## src/rtl/nn_training_control_unit_pkg.sv

```systemverilog
// nn_cu_pkg: state encoding, output strobe bundle and default sizing for the NN training sequencer
package nn_cu_pkg;
  localparam int BIT_WIDTH_DEF    = 32;
  localparam int EXTRA_BITS_DEF   = 2;
  localparam int ERR_W            = BIT_WIDTH_DEF + EXTRA_BITS_DEF;
  localparam int NUM_UNKNOWNS_DEF = 2;
  localparam int FWD_LATENCY_DEF  = 6;
  localparam int EXTRA_CYCLES_DEF = 3;
  localparam int ITER_W_DEF       = 16;
  localparam int PH_W             = 8;
  typedef enum logic [3:0] {
    S_IDLE   = 4'd0,
    S_LOAD   = 4'd1,
    S_FWD    = 4'd2,
    S_TRAIN1 = 4'd3,
    S_TRAIN2 = 4'd4,
    S_UPDATE = 4'd5,
    S_SETTLE = 4'd6,
    S_CHECK  = 4'd7,
    S_FINISH = 4'd8,
    S_DONE   = 4'd9
  } state_t;
  typedef struct packed {
    logic training_mode;
    logic stall;
    logic init_rd;
    logic old_rd;
    logic wr_train;
    logic fin1;
    logic fin2;
    logic upd;
    logic fin;
    logic busy;
    logic done;
  } out_t;
endpackage

```

## src/rtl/nn_training_control_unit_if.sv

```systemverilog
// nn_training_control_unit_if: host/datapath control bundle; master = sequencer, slave = datapath and host
interface nn_training_control_unit_if
  import nn_cu_pkg::*;
#(
  parameter int IW = ITER_W_DEF,
  parameter int EW = ERR_W
);
  logic          start;
  logic [IW-1:0] max_iter;
  logic [EW-1:0] err_threshold;
  logic [EW-1:0] Best_error;
  logic          training_mode;
  logic          stall;
  logic          local_initial_read_flag;
  logic          old_weight_rd;
  logic          local_write_training;
  logic          Finish_First_Manhattan_Iter;
  logic          Finish_Second_Manhattan_Iter;
  logic          Update_Weight;
  logic          local_finish;
  logic [IW-1:0] iter_count;
  logic          busy;
  logic          done;
  logic          converged;
  modport master (
    input  start, max_iter, err_threshold, Best_error,
    output training_mode, stall, local_initial_read_flag, old_weight_rd, local_write_training,
           Finish_First_Manhattan_Iter, Finish_Second_Manhattan_Iter, Update_Weight, local_finish,
           iter_count, busy, done, converged
  );
  modport slave (
    output start, max_iter, err_threshold, Best_error,
    input  training_mode, stall, local_initial_read_flag, old_weight_rd, local_write_training,
           Finish_First_Manhattan_Iter, Finish_Second_Manhattan_Iter, Update_Weight, local_finish,
           iter_count, busy, done, converged
  );
endinterface

```

## src/rtl/nn_training_control_unit_phase_counter.sv

```systemverilog
// nn_cu_phase_counter: loadable down-counter timing each FSM phase, with current and next-cycle terminal flags
module nn_cu_phase_counter #(
  parameter int W = 8
) (
  input  logic         CLK,
  input  logic         RESET,
  input  logic         load,
  input  logic [W-1:0] load_val,
  output logic         tc,
  output logic         last_nxt
);
  logic [W-1:0] cnt;
  always_ff @(posedge CLK) begin
    if (RESET) cnt <= '0;
    else if (load) cnt <= load_val;
    else if (cnt != '0) cnt <= cnt - 1'b1;
  end
  assign tc = cnt == '0;
  // lets the registered strobe decode flag the final cycle of a phase one cycle ahead
  assign last_nxt = load ? load_val == '0 : cnt <= W'(1);
endmodule

```

## src/rtl/nn_training_control_unit.sv

```systemverilog
// nn_training_control_unit: epoch sequencer driving NN datapath strobes; NN_CU_EARLY_STOP_EN enables threshold stop
module nn_training_control_unit
  import nn_cu_pkg::*;
#(
  parameter int BIT_WIDTH    = BIT_WIDTH_DEF,
  parameter int EXTRA_BITS   = EXTRA_BITS_DEF,
  parameter int NUM_UNKNOWNS = NUM_UNKNOWNS_DEF,
  parameter int FWD_LATENCY  = FWD_LATENCY_DEF,
  parameter int Extra_Cycles = EXTRA_CYCLES_DEF,
  parameter int ITER_W       = ITER_W_DEF
) (
  input logic CLK,
  input logic RESET,
  nn_training_control_unit_if.master bus
);
  localparam int EW = BIT_WIDTH + EXTRA_BITS;
  state_t st, nxt;
  out_t o, o_q;
  logic tc, last_nxt, load, accept, hit, limit, conv_q;
  logic [PH_W-1:0] load_val;
  logic [ITER_W-1:0] iter_q, iter_inc, max_q;
  logic [EW-1:0] best;
  assign best = bus.Best_error;
  assign accept = bus.start && (st == S_IDLE || st == S_DONE);
  assign iter_inc = &iter_q ? iter_q : iter_q + ITER_W'(1);
  assign limit = iter_inc == max_q;
`ifdef NN_CU_EARLY_STOP_EN
  logic [EW-1:0] thr_q;
  always_ff @(posedge CLK) begin
    if (RESET) thr_q <= '0;
    else if (accept) thr_q <= bus.err_threshold;
  end
  assign hit = best <= thr_q;
`else
  logic unused;
  assign unused = ^{bus.err_threshold, best};
  assign hit = 1'b0;
`endif
  assign load = nxt != st;
  assign load_val = nxt == S_FWD ? PH_W'(FWD_LATENCY - 1) :
                    nxt == S_SETTLE ? PH_W'(Extra_Cycles - 1) :
                    nxt inside {S_LOAD, S_TRAIN1, S_TRAIN2, S_FINISH} ? PH_W'(NUM_UNKNOWNS - 1) : '0;
  nn_cu_phase_counter #(.W(PH_W)) u_phase (
    .CLK      (CLK),
    .RESET    (RESET),
    .load     (load),
    .load_val (load_val),
    .tc       (tc),
    .last_nxt (last_nxt)
  );
  always_ff @(posedge CLK) begin
    if (RESET) begin
      st  <= S_IDLE;
      o_q <= '0;
    end else begin
      st  <= nxt;
      o_q <= o;
    end
  end
  always_comb begin
    nxt = st;
    case (st)
      S_IDLE, S_DONE: nxt = bus.start ? S_LOAD : st;
      S_LOAD:         nxt = tc ? S_FWD : st;
      S_FWD:          nxt = tc ? S_TRAIN1 : st;
      S_TRAIN1:       nxt = tc ? S_TRAIN2 : st;
      S_TRAIN2:       nxt = tc ? S_UPDATE : st;
      S_UPDATE:       nxt = Extra_Cycles == 0 ? S_CHECK : S_SETTLE;
      S_SETTLE:       nxt = tc ? S_CHECK : st;
      S_CHECK:        nxt = (hit || limit) ? S_FINISH : S_FWD;
      S_FINISH:       nxt = tc ? S_DONE : st;
      default:        nxt = S_IDLE;
    endcase
  end
  // strobes decode the upcoming state so they are registered alongside it
  always_comb begin
    o = '0;
    o.training_mode = nxt inside {S_LOAD, S_FWD, S_TRAIN1, S_TRAIN2, S_UPDATE, S_SETTLE, S_CHECK};
    o.stall         = nxt == S_TRAIN1 || nxt == S_TRAIN2;
    o.init_rd       = nxt == S_LOAD;
    o.old_rd        = nxt == S_TRAIN1;
    o.wr_train      = nxt == S_TRAIN2;
    o.fin1          = nxt == S_TRAIN1 && last_nxt;
    o.fin2          = nxt == S_TRAIN2 && last_nxt;
    o.upd           = nxt == S_UPDATE;
    o.fin           = nxt == S_FINISH;
    o.busy          = !(nxt inside {S_IDLE, S_DONE});
    o.done          = nxt == S_DONE;
  end
  always_ff @(posedge CLK) begin
    if (RESET) begin
      iter_q <= '0;
      max_q  <= '0;
      conv_q <= 1'b0;
    end else if (accept) begin
      iter_q <= '0;
      max_q  <= bus.max_iter == '0 ? ITER_W'(1) : bus.max_iter;
      conv_q <= 1'b0;
    end else if (st == S_CHECK) begin
      iter_q <= iter_inc;
      conv_q <= hit;
    end
  end
  assign bus.training_mode                = o_q.training_mode;
  assign bus.stall                        = o_q.stall;
  assign bus.local_initial_read_flag      = o_q.init_rd;
  assign bus.old_weight_rd                = o_q.old_rd;
  assign bus.local_write_training         = o_q.wr_train;
  assign bus.Finish_First_Manhattan_Iter  = o_q.fin1;
  assign bus.Finish_Second_Manhattan_Iter = o_q.fin2;
  assign bus.Update_Weight                = o_q.upd;
  assign bus.local_finish                 = o_q.fin;
  assign bus.busy                         = o_q.busy;
  assign bus.done                         = o_q.done;
  assign bus.iter_count                   = iter_q;
  assign bus.converged                    = conv_q;
endmodule

```

## src/flat_wrapper.sv

```systemverilog
// flat-port wrapper written by rule: the top's interface ports become plain ports
module nn_training_control_unit_flat import nn_cu_pkg::*;
#(
  parameter int BIT_WIDTH    = BIT_WIDTH_DEF,
  parameter int EXTRA_BITS   = EXTRA_BITS_DEF,
  parameter int NUM_UNKNOWNS = NUM_UNKNOWNS_DEF,
  parameter int FWD_LATENCY  = FWD_LATENCY_DEF,
  parameter int Extra_Cycles = EXTRA_CYCLES_DEF,
  parameter int ITER_W       = ITER_W_DEF
)
  (CLK, RESET, bus_start, bus_max_iter, bus_err_threshold, bus_Best_error, bus_training_mode, bus_stall, bus_local_initial_read_flag, bus_old_weight_rd, bus_local_write_training, bus_Finish_First_Manhattan_Iter, bus_Finish_Second_Manhattan_Iter, bus_Update_Weight, bus_local_finish, bus_iter_count, bus_busy, bus_done, bus_converged);
  nn_training_control_unit_if bus_i ();
  input logic CLK;
  input logic RESET;
  input wire logic [$bits(bus_i.start)-1:0] bus_start;
  input wire logic [$bits(bus_i.max_iter)-1:0] bus_max_iter;
  input wire logic [$bits(bus_i.err_threshold)-1:0] bus_err_threshold;
  input wire logic [$bits(bus_i.Best_error)-1:0] bus_Best_error;
  output wire logic [$bits(bus_i.training_mode)-1:0] bus_training_mode;
  output wire logic [$bits(bus_i.stall)-1:0] bus_stall;
  output wire logic [$bits(bus_i.local_initial_read_flag)-1:0] bus_local_initial_read_flag;
  output wire logic [$bits(bus_i.old_weight_rd)-1:0] bus_old_weight_rd;
  output wire logic [$bits(bus_i.local_write_training)-1:0] bus_local_write_training;
  output wire logic [$bits(bus_i.Finish_First_Manhattan_Iter)-1:0] bus_Finish_First_Manhattan_Iter;
  output wire logic [$bits(bus_i.Finish_Second_Manhattan_Iter)-1:0] bus_Finish_Second_Manhattan_Iter;
  output wire logic [$bits(bus_i.Update_Weight)-1:0] bus_Update_Weight;
  output wire logic [$bits(bus_i.local_finish)-1:0] bus_local_finish;
  output wire logic [$bits(bus_i.iter_count)-1:0] bus_iter_count;
  output wire logic [$bits(bus_i.busy)-1:0] bus_busy;
  output wire logic [$bits(bus_i.done)-1:0] bus_done;
  output wire logic [$bits(bus_i.converged)-1:0] bus_converged;
  assign bus_i.start = bus_start;
  assign bus_i.max_iter = bus_max_iter;
  assign bus_i.err_threshold = bus_err_threshold;
  assign bus_i.Best_error = bus_Best_error;
  assign bus_training_mode = bus_i.training_mode;
  assign bus_stall = bus_i.stall;
  assign bus_local_initial_read_flag = bus_i.local_initial_read_flag;
  assign bus_old_weight_rd = bus_i.old_weight_rd;
  assign bus_local_write_training = bus_i.local_write_training;
  assign bus_Finish_First_Manhattan_Iter = bus_i.Finish_First_Manhattan_Iter;
  assign bus_Finish_Second_Manhattan_Iter = bus_i.Finish_Second_Manhattan_Iter;
  assign bus_Update_Weight = bus_i.Update_Weight;
  assign bus_local_finish = bus_i.local_finish;
  assign bus_iter_count = bus_i.iter_count;
  assign bus_busy = bus_i.busy;
  assign bus_done = bus_i.done;
  assign bus_converged = bus_i.converged;
  nn_training_control_unit #(.BIT_WIDTH(BIT_WIDTH), .EXTRA_BITS(EXTRA_BITS), .NUM_UNKNOWNS(NUM_UNKNOWNS), .FWD_LATENCY(FWD_LATENCY), .Extra_Cycles(Extra_Cycles), .ITER_W(ITER_W)) u_core (.CLK(CLK), .RESET(RESET), .bus(bus_i));
endmodule
```

## config.mk

```make
export PLATFORM = sky130hd
export DESIGN_NAME = nn_training_control_unit_flat
export DESIGN_NICKNAME = d
export VERILOG_FILES = /design/src/rtl/nn_training_control_unit_pkg.sv /design/src/rtl/nn_training_control_unit_if.sv /design/src/rtl/nn_training_control_unit_phase_counter.sv /design/src/rtl/nn_training_control_unit.sv /design/src/flat_wrapper.sv
export SDC_FILE = /design/constraint.sdc
export NUM_CORES = 1
export LEC_CHECK = 0
export BUFFER_PORTS_ARGS = -buffer_cell sky130_fd_sc_hd__clkbuf_2
export CORE_MARGIN = 2
export CORE_UTILIZATION = 30
export CTS_CLUSTER_SIZE = 28
export DETAILED_ROUTE_END_ITERATION = 10
export PLACE_DENSITY = 0.56
export SETUP_SLACK_MARGIN = 0.02
export SLEW_MARGIN = 10
export SYNTH_ARGS = -nofsm -noshare
export SYNTH_HDL_FRONTEND = slang
export SYNTH_SLANG_ARGS = --single-unit
```

## constraint.sdc

```tcl
create_clock -name CLK -period 3.3 [get_ports CLK]
set_input_delay 0 -clock CLK [delete_from_list [all_inputs] [get_ports CLK]]
set_output_delay 0 -clock CLK [all_outputs]
set_load 0.02 [all_outputs]
```

# Yosys cells after proc, flatten, opt, wreduce, memory -nomap -nowiden
# Cells that the tools add are included.
dict set report op_classes {
  addsub 2
  reduce_logical 19
  mux 17
  order_cmp 1
  n_eq_ne 20
}
# cell count
set ops {}
lappend ops {{4-bit case mux with 9 select lines} 1}
lappend ops {{4-bit by 3-bit equality test with 1-bit output (second input constant)} 8}
lappend ops {{16-bit 2-to-1 mux} 2}
lappend ops {{4-bit 2-to-1 mux} 8}
lappend ops {{8-bit 2-to-1 mux} 4}
lappend ops {{16-bit by 1-bit adder with 16-bit output (second input constant)} 1}
lappend ops {{16-bit equality test} 1}
lappend ops {{4-bit by 2-bit equality test with 1-bit output (second input constant)} 4}
lappend ops {{4-bit equality test (second input constant)} 4}
lappend ops {{16-bit zero test} 1}
lappend ops {{8-bit zero test} 2}
lappend ops {{16-bit AND reduction} 1}
lappend ops {{4-bit by 1-bit equality test with 1-bit output (second input constant)} 2}
lappend ops {{8-bit by 1-bit less-or-equal comparator with 1-bit output (second input constant)} 1}
lappend ops {{4-bit zero test} 2}
lappend ops {{8-bit nonzero test} 1}
lappend ops {{8-bit by 1-bit subtractor with 8-bit output (second input constant)} 1}
lappend ops {{7-bit nonzero test} 1}
lappend ops {{4-bit inequality test} 1}
lappend ops {{2-bit nonzero test} 2}
lappend ops {{4-bit nonzero test} 1}
lappend ops {{2-bit OR reduction} 2}
lappend ops {{1-bit logical AND} 3}
lappend ops {{1-bit logical OR} 2}
lappend ops {{other kinds (2)} 3}
dict set report totals {
  in_bits 87
  reg_bits 55
  word_cells 74
  output_inout_bits 28
}

# Depth between registers and ports, before layout
# Gate-level depths: netlist (run 1).
dict set report depth {
  depth_word 13
  depth_mapped 10
  ltp_nobuf 9
}

# Modules after synthesis
# From an unflattened synthesis (run 1), not the netlist that was laid out.
dict set report unflattened {
  cells_unflattened 403
  hier_area_um2 3234.4
}
# module instances area_each_um2 cells_per_inst
set by_module_without_submodules {}
lappend by_module_without_submodules {nn_training_control_unit 1 2713.9 341}
lappend by_module_without_submodules {nn_cu_phase_counter 1 520.5 62}

# Worst setup path after synthesis (run 1)
# No wires, ideal clock.
dict set report synth_path {
  path_kind {flip-flop to flip-flop}
  start {register u_core.iter_q[0] (netlist: u_core.bus.iter_count[0])}
  end {register u_core.o_q (netlist bit u_core.bus.busy)}
  setup_time_ns 0.114
  path_stages_with_launch 11
  path_buffers 1
  period_less_slack_ns 2.872
  required_time_ns 3.186
  setup_slack_ns 0.428
  arrival_ns 2.758
  path_cell_list {dfxtp_1 > ha_1 > buf_4 > nand4_2 > nor4_4 > nor3_2 > nor4b_2 > a21oi_1 > or4_4 > o21a_4 > a21o_1}
}
dict set report synth_between {
  elab_chain_len 8
  word_cells_on_any_way 10
}
# item line_no
set synth_rtl {}
lappend synth_rtl {{from (decl)} nn_training_control_unit.sv:21} ;# logic [ITER_W-1:0] iter_q, iter_inc, max_q;
lappend synth_rtl {{from (signal assigned)} nn_training_control_unit.sv:100} ;# iter_q <= iter_inc;
lappend synth_rtl {{16-bit by 1-bit adder with 16-bit output or 16-bit AND reduction (tied branches)} nn_training_control_unit.sv:25} ;# assign iter_inc = &iter_q ? iter_q : iter_q + ITER_W'(1);
lappend synth_rtl {{16-bit 2-to-1 mux (*)} nn_training_control_unit.sv:25}
lappend synth_rtl {{16-bit equality test (*)} nn_training_control_unit.sv:26} ;# assign limit = iter_inc == max_q;
lappend synth_rtl {{4-bit 2-to-1 mux (*)} nn_training_control_unit.sv:70} ;# S_CHECK: nxt = (hit || limit) ? S_FINISH : S_FWD;
lappend synth_rtl {{4-bit case mux with 9 select lines (*)} nn_training_control_unit.sv:62} ;# case (st)
lappend synth_rtl {{4-bit equality test or 4-bit zero test (tied branches)} nn_training_control_unit.sv:87} ;# o.busy = !(nxt inside {S_IDLE, S_DONE});
lappend synth_rtl {{2-bit nonzero test (*)} nn_training_control_unit.sv:87}
lappend synth_rtl {{1-bit zero test (*)} nn_training_control_unit.sv:87}
lappend synth_rtl {{to (signal assigned)} nn_training_control_unit.sv:57} ;# o_q <= o;
lappend synth_rtl {{to (decl)} nn_training_control_unit.sv:18} ;# out_t o, o_q;
# Mark *: on every way between the ends. The rest lies on a longest branch, timed or not.
# A chain may end at the register's enable or synchronous reset.

# Worst setup path in the final report (run 1)
dict set report layout_path {
  start {register u_core.iter_q[5] (netlist: u_core.bus.iter_count[5])}
  end {register u_core.o_q (netlist bit u_core.bus.busy)}
}
# The elaborated chain is that of the path after synthesis.

==> metrics.yaml, run 1 <==
status:
  status: "completed"
grt:
  busiest_layer: "met2"
  met1_usage: 0.182
  antenna_found_initial: 0
  use_met3: 0.0251
  grt_max_degree: 21
  use_met2: 0.262
  grt-ovfl-total: 0
  grt_pass1_vias: 2867
  track_usage: 0.149
  grt_pass1_wl_um: 13800
route:
  ant_nets: 0
  drt_iter0_markers: 154
  drt_wl_total_um: 8280
  firstDrtPassIters: 4
  wl_per_cell_um: 14.5
  num_vias: 3018
  viasPerCell: 5.30
  drc: 0
place:
  dp_hpwl_um: 6280
  dpl_worst_slack_ns: 0.450
  dp.cells: 545
  placed_cell_area_um2: 3500
  portBuffers: 45
  gp_congestion: 0.875
sta:
  period_share: 0.877
  rsz0062_at_grt: "false"
  fin_crit_ns: 2.90
  fmax_mhz: 345
  setup_viol: 0
  slew_headroom: 0.476
  worst_pin_slew_ns: 0.783
  timing.hold.ws_ns: 0.145
  report.final.slew_viol_count: 0
  skew_ns: 0.0118
  setup_ws_ns: 0.405
  setup_tns_ns: 0
  hold_viol_final: 0
final_layout:
  multiInputGateArea_um2: 1900
  areaGrowthSynthToFinish_pct: 19.8
  fin_area_um2: 3780
  final_util: 0.368
  layout.nets: 522
  final_cells: 569
  final_layout_size_suffix_gt1_frac: 0.194
  final_cell_mix: "dfxtp_1, nor2_1, clkbuf_2"
  num_antenna_cells: 0
  register_area_um2: 1100
  mostFrequentLayoutCell: "dfxtp_1"
  fillers: 1086
logic_synthesis:
  synth_edf_count: 0
  synth.cell_area_um2: 3150
  yosys-top-cells-area: "dfxtp_1, nor2_1, xor2_1, xnor2_1, a22o_1"
  ys_seq_elements: 55
  ys_seq_area_frac: 0.349
  avgSynthCellArea_um2: 8.30
  async_flop_share: 0
  netlist_instances: 380
  yosysUniqueCellTypes: 60
  yosysTopAreaCell: "dfxtp_1"
  synth_ff_type: "dfxtp_1"
  syn_nets: 470
  yosys_warnings: 0
  synth_top_area_frac: 0.349
pwr:
  swShare: 0.380
  pwr-share-clk: 0.210
  p_int_mw: 1.40
  p_per_area_nw_per_um2: 600
  power.total_mw: 2.27
  pwr-share-comb: 0.401
  leakage_nw: 1.51
  p_sw_uw: 861
  p_seq_frac: 0.390
  max-vdd-ir-drop_v: 0.000339
hold_path:
  hold_class: "in2reg"
cts:
  clk_latency_ns: 0.32
  clock_sinks: 55
  cts_root_buf: "clkbuf_8"
  postCtsSetupBuffers: 0
  cts_buffers: 5
  htreeDepth: 2
  cts_resized: 0
  cts_tree: "built"
  clk_pin_slew_ns: 0.11
  cts_buffer_depth: 2
die:
  fp.dieArea_um2: 11400
  core-area_um2: 10300
  die_h_um: 107
  io_pins: 115
  die_width_um: 107
  start_util: 0.307
  rows: 37
critical_path:
  worstPathRequired_ns: 3.51
  cp_max_fo: 10
  cp.arrival_ns: 3.11
  path_class: "reg2reg"
  critPathCaptureType: "flop"
  critPathLaunchType: "flop"
flow_run:
  drv_cap: 0
## worst max-delay path, cell delays in order, from the launching register on
cell and delay, ns:
dfxtp_1 0.57, nand4_4 0.27, nor3_2 0.59, a31oi_1 0.15
o211ai_1 0.21, nand4_1 0.12, or4_4 0.48, o21a_4 0.24
a21o_1 0.17
## cell families after synthesis
group,share of synthesized area
other,0.00119
buffers and inverters,0.0492
AOI/OAI and AO/OA,0.189
muxes,0.0262
DFF,0.349
and+or+nand+nor,0.298
adders and majority gates,0.0119
xor gates and xnor gates,0.0750
## flip-flops by register name, indices dropped and copies added (netlist names)
signal,count
u_core.st,4
u_core.bus.local_write_training,1
u_core.bus.Finish_Second_Manhattan_Iter,1
u_core.bus.training_mode,1
u_core.bus.done,1
u_core.bus.Finish_First_Manhattan_Iter,1
u_core.bus.iter_count,16
u_core.bus.old_weight_rd,1
u_core.bus.local_finish,1
u_core.bus.local_initial_read_flag,1
u_core.bus.Update_Weight,1
u_core.max_q,16
u_core.bus.stall,1
u_core.u_phase.cnt,8
u_core.bus.busy,1
## routing by layer
layer,wire length (um),vias to the layer above
met5,0,-
met4,182,0
met3,287,15
met2,4180,70
met1,3630,1436
li1,-,1497
## area by class of cell
cell class | count | share of cell area
clock buffer | 6 | 0.0219
clock inverter | 2 | 0.00927
inverter | 6 | 0.00596
multi-input combinational | 292 | 0.502
sequential | 55 | 0.291
tap | 136 | 0.0450
timing repair buffer | 72 | 0.124
## timing repair
action                                  4_1_cts  5_1_grt
hold buffers                                 16        0
endpoints found under the setup margin        0        0
endpoints found under the hold margin        16        0
## Yosys cell counts, types with 3 or more instances
| library cell | number |
|---|---|
| ha_1 | 3 |
| clkbuf_1 | 12 |
| a211oi_1 | 4 |
| nand4_1 | 10 |
| and3_1 | 6 |
| mux2i_1 | 6 |
| inv_1 | 6 |
| or3_1 | 5 |
| a211o_1 | 3 |
| buf_4 | 5 |
| xor2_1 | 15 |
| a311oi_1 | 3 |
| dfxtp_1 | 55 |
| buf_2 | 9 |
| a22o_1 | 11 |
| or2_2 | 3 |
| and4_1 | 6 |
| nand2b_1 | 3 |
| o21ai_0 | 16 |
| nor4_1 | 10 |
| nand2_1 | 24 |
| nor2b_1 | 3 |
| a31oi_1 | 6 |
| nor3_1 | 19 |
| and2_1 | 4 |
| nor2_1 | 46 |
| xnor2_1 | 12 |
| o32ai_1 | 3 |
| a21oi_1 | 19 |
| nand3_1 | 14 |
## power by group through the flow
stage	Clock (mW)	Sequential (mW)	Combinational (mW)
after floorplan	0	0.876	0.701
after global placement	0	0.894	0.883
after detailed placement	0	0.898	0.897
after CTS	0.494	0.883	0.914
after global routing	0.518	0.899	1.02
final	0.475	0.883	0.907
## path summary, 6_finish.rpt
path,from,to,slack [ns],depth (start not counted)
max,u_core.bus.iter_count[5],u_core.bus.busy,0.40,8
min,RESET,u_core.max_q[10],0.14,2
max reg2reg,u_core.bus.iter_count[5],u_core.bus.busy,0.40,8
min reg2reg,u_core.u_phase.cnt[3],u_core.u_phase.cnt[3],0.48,2
Power figures use the tool's default switching activity.
==> inputs of run 2 (changes only) <==
BUFFER_PORTS_ARGS = not set   (was -buffer_cell sky130_fd_sc_hd__clkbuf_2)
DONT_BUFFER_PORTS = 1   (was not set)
PLACE_DENSITY = 0.47   (was 0.56)
==> run 2 against run 1 <==
  * Clock skew decreased by 0.0025 ns
  * Critical path depth unchanged
  * Critical path type unchanged
  * Cell area decreased by 4.3%
  * Total power decreased by 3.3%
  * Flip-flop and latch count unchanged
  * Core utilization decreased by 1.6 points
  * Highest routed layer unchanged
  * Combinational power decreased by 5.7%
  * Fmax decreased by 1.3%
  * Non-clock buffer count decreased by 35
  * Clock power decreased by 12%
==> metrics.yaml, run 2 (same netlist as run 1, synthesis figures left out) <==
die:
  fp.dieArea_um2: 11400  # unchanged
  die_width_um: 107  # unchanged
  start_util: 0.307  # unchanged
  io_pins: 115  # unchanged
  rows: 37  # unchanged
  core-area_um2: 10300  # unchanged
  die_h_um: 107  # unchanged
route:
  firstDrtPassIters: 4  # unchanged
  viasPerCell: 5.36  # +1.1%
  drt_wl_total_um: 8840  # +6.8%
  ant_nets: 0  # unchanged
  drt_iter0_markers: 142  # -7.8%
  num_vias: 2863  # -5.1%
  wl_per_cell_um: 16.6  # +14%
  drc: 0  # unchanged
final_layout:
  areaGrowthSynthToFinish_pct: 14.6
  final_cell_mix: "dfxtp_1, nor2_1, nand2_1"
  num_antenna_cells: 0  # unchanged
  final_cells: 534  # -6.2%
  final_layout_size_suffix_gt1_frac: 0.121  # -0.0734
  fin_area_um2: 3610  # -4.3%
  layout.nets: 487  # -6.7%
  mostFrequentLayoutCell: "dfxtp_1"
place:
  gp_congestion: 0.824  # -5.8%
  portBuffers: 0  # -100%
  dp_hpwl_um: 6450  # +2.7%
  placed_cell_area_um2: 3340  # -4.5%
  dp.cells: 509  # -6.6%
hold_path:
  whs_path_depth: 5  # +3
  hold_class: "in2reg"
grt:
  grt_pass1_wl_um: 14400  # +5.0%
  grt_pass1_vias: 2798  # -2.4%
  antenna_found_initial: 0  # unchanged
  grt-ovfl-total: 0  # unchanged
  grt_max_degree: 21  # unchanged
  track_usage: 0.160  # +0.0112
critical_path:
  cp_max_fo: 12  # +2
  slowest_stage: "dfxtp_1"
  critPathLaunchType: "flop"
  cp.arrival_ns: 3.11  # about the same
  path_cells: "and4_1, a41oi_1, o21a_1, nor3_1, nand4_1, or4_4, o21a_4, nor4bb_1"
  worstPathRequired_ns: 3.48  # -0.03 ns
  path_class: "reg2reg"
  r2r_cells: 8  # unchanged
  critical_path.max_stage_delay_ns: 0.63  # +0.04 ns
  critPathCaptureType: "flop"
sta:
  timing.hold.ws_ns: 0.0321  # -0.113 ns
  report.final.slew_viol_count: 0  # unchanged
  period_share: 0.889  # +0.0116
  rsz0062_at_grt: "false"
  hold_viol_final: 0  # unchanged
  fin_crit_ns: 2.93  # +0.0383 ns
  slew_headroom: 0.430  # -0.0465
  setup_tns_ns: 0  # unchanged
  skew_ns: 0.00931  # -0.00249 ns
  setup_viol: 0  # unchanged
  fmax_mhz: 341  # -1.3%
  worst_pin_slew_ns: 0.852  # +0.0694 ns
status:
  status: "completed"
pwr:
  p_per_area_nw_per_um2: 606  # +1.0%
  leakage_nw: 1.35  # -10%
  max-vdd-ir-drop_v: 0.000401  # +18%
cts:
  clock_sinks: 55  # unchanged
  clk_latency_ns: 0.32  # about the same
  clk_pin_slew_ns: 0.11  # about the same
  cts_buffers: 5  # unchanged
  cts_buffer_depth: 2  # unchanged
  htreeDepth: 2  # unchanged
  cts_tree: "built"
  cts_root_buf: "clkbuf_8"
flow_run:
  drv_cap: 0  # unchanged
run 2: cell types whose count changed in the layout (fill, tap and decap cells not counted):
| cell | change |
|---|---|
| bufinv_16 | -1 |
| clkbuf_8 | -1 |
| clkinv_2 | -1 |
| buf_4 | +9 |
| clkbuf_2 | -45 |
| clkinv_4 | +1 |
| clkinv_8 | +1 |
| inv_6 | +1 |
| dlygate4sd3_1 | +1 |
run 2: per-stage QoR:
| step | setup WS (ns) | util | total power, mW |
|---|---|---|---|
| floorplan | 0.428 | - | 1.58 |
| global placement | 0.410 | 0.325 | 1.75 |
| detailed placement | 0.414 | 0.325 | 1.75 |
| CTS | 0.395 | 0.352 | 2.21 |
| global route | 0.177 | 0.352 | 2.36 |
| finish | 0.367 | 0.352 | 2.19 |
run 2: cell type report:
class,instances,area [um2]
Fill cell,1091,6660
Multi-Input combinational cell,292,1900
Sequential cell,55,1100
Timing Repair Buffer,37,320
Tap cell,136,170
Clock buffer,5,68.8
Clock inverter,3,33.8
Inverter,6,22.5
run 2: power breakdown:
| group | switching (mW) | internal [mW] | total, mW |
|---|---|---|---|
| sequential | 0.144 | 0.770 | 0.914 |
| clock | 0.260 | 0.161 | 0.420 |
| combinational | 0.485 | 0.370 | 0.855 |
| total | 0.889 | 1.30 | 2.19 |
run 2: timing repair:
item	CTS	global route
hold buffers	17	0
resized for setup	0	0
setup buffers	0	0
endpoints found under the hold margin	39	0
run 2: critical path: cells and delay by family (launching register included):
family / cells / cell delay [ns]
AO/OA/AOI/OAI: 3 / 0.64
flip-flops: 1 / 0.63
AND/OR/NAND/NOR: 5 / 1.53
run 2: layer usage:
| layer | vias up | GRT usage | wire [um] |
|---|---|---|---|
| met5 | - | 0 | 0 |
| met4 | 0 | 0.0399 | 125 |
| met3 | 10 | 0.0368 | 529 |
| met2 | 85 | 0.288 | 4470 |
| met1 | 1338 | 0.192 | 3710 |
| li1 | 1430 | - | - |
run 2: final timing paths:
kind / from / slack, ns / endpoint
setup reg to reg: u_core.bus.iter_count[2] / 0.37 / u_core.bus.training_mode
hold reg to reg: u_core.u_phase.cnt[3] / 0.48 / u_core.u_phase.cnt[3]
setup / recovery: u_core.bus.iter_count[2] / 0.37 / u_core.bus.training_mode
hold / removal: bus_max_iter[6] / 0.03 / u_core.max_q[0]
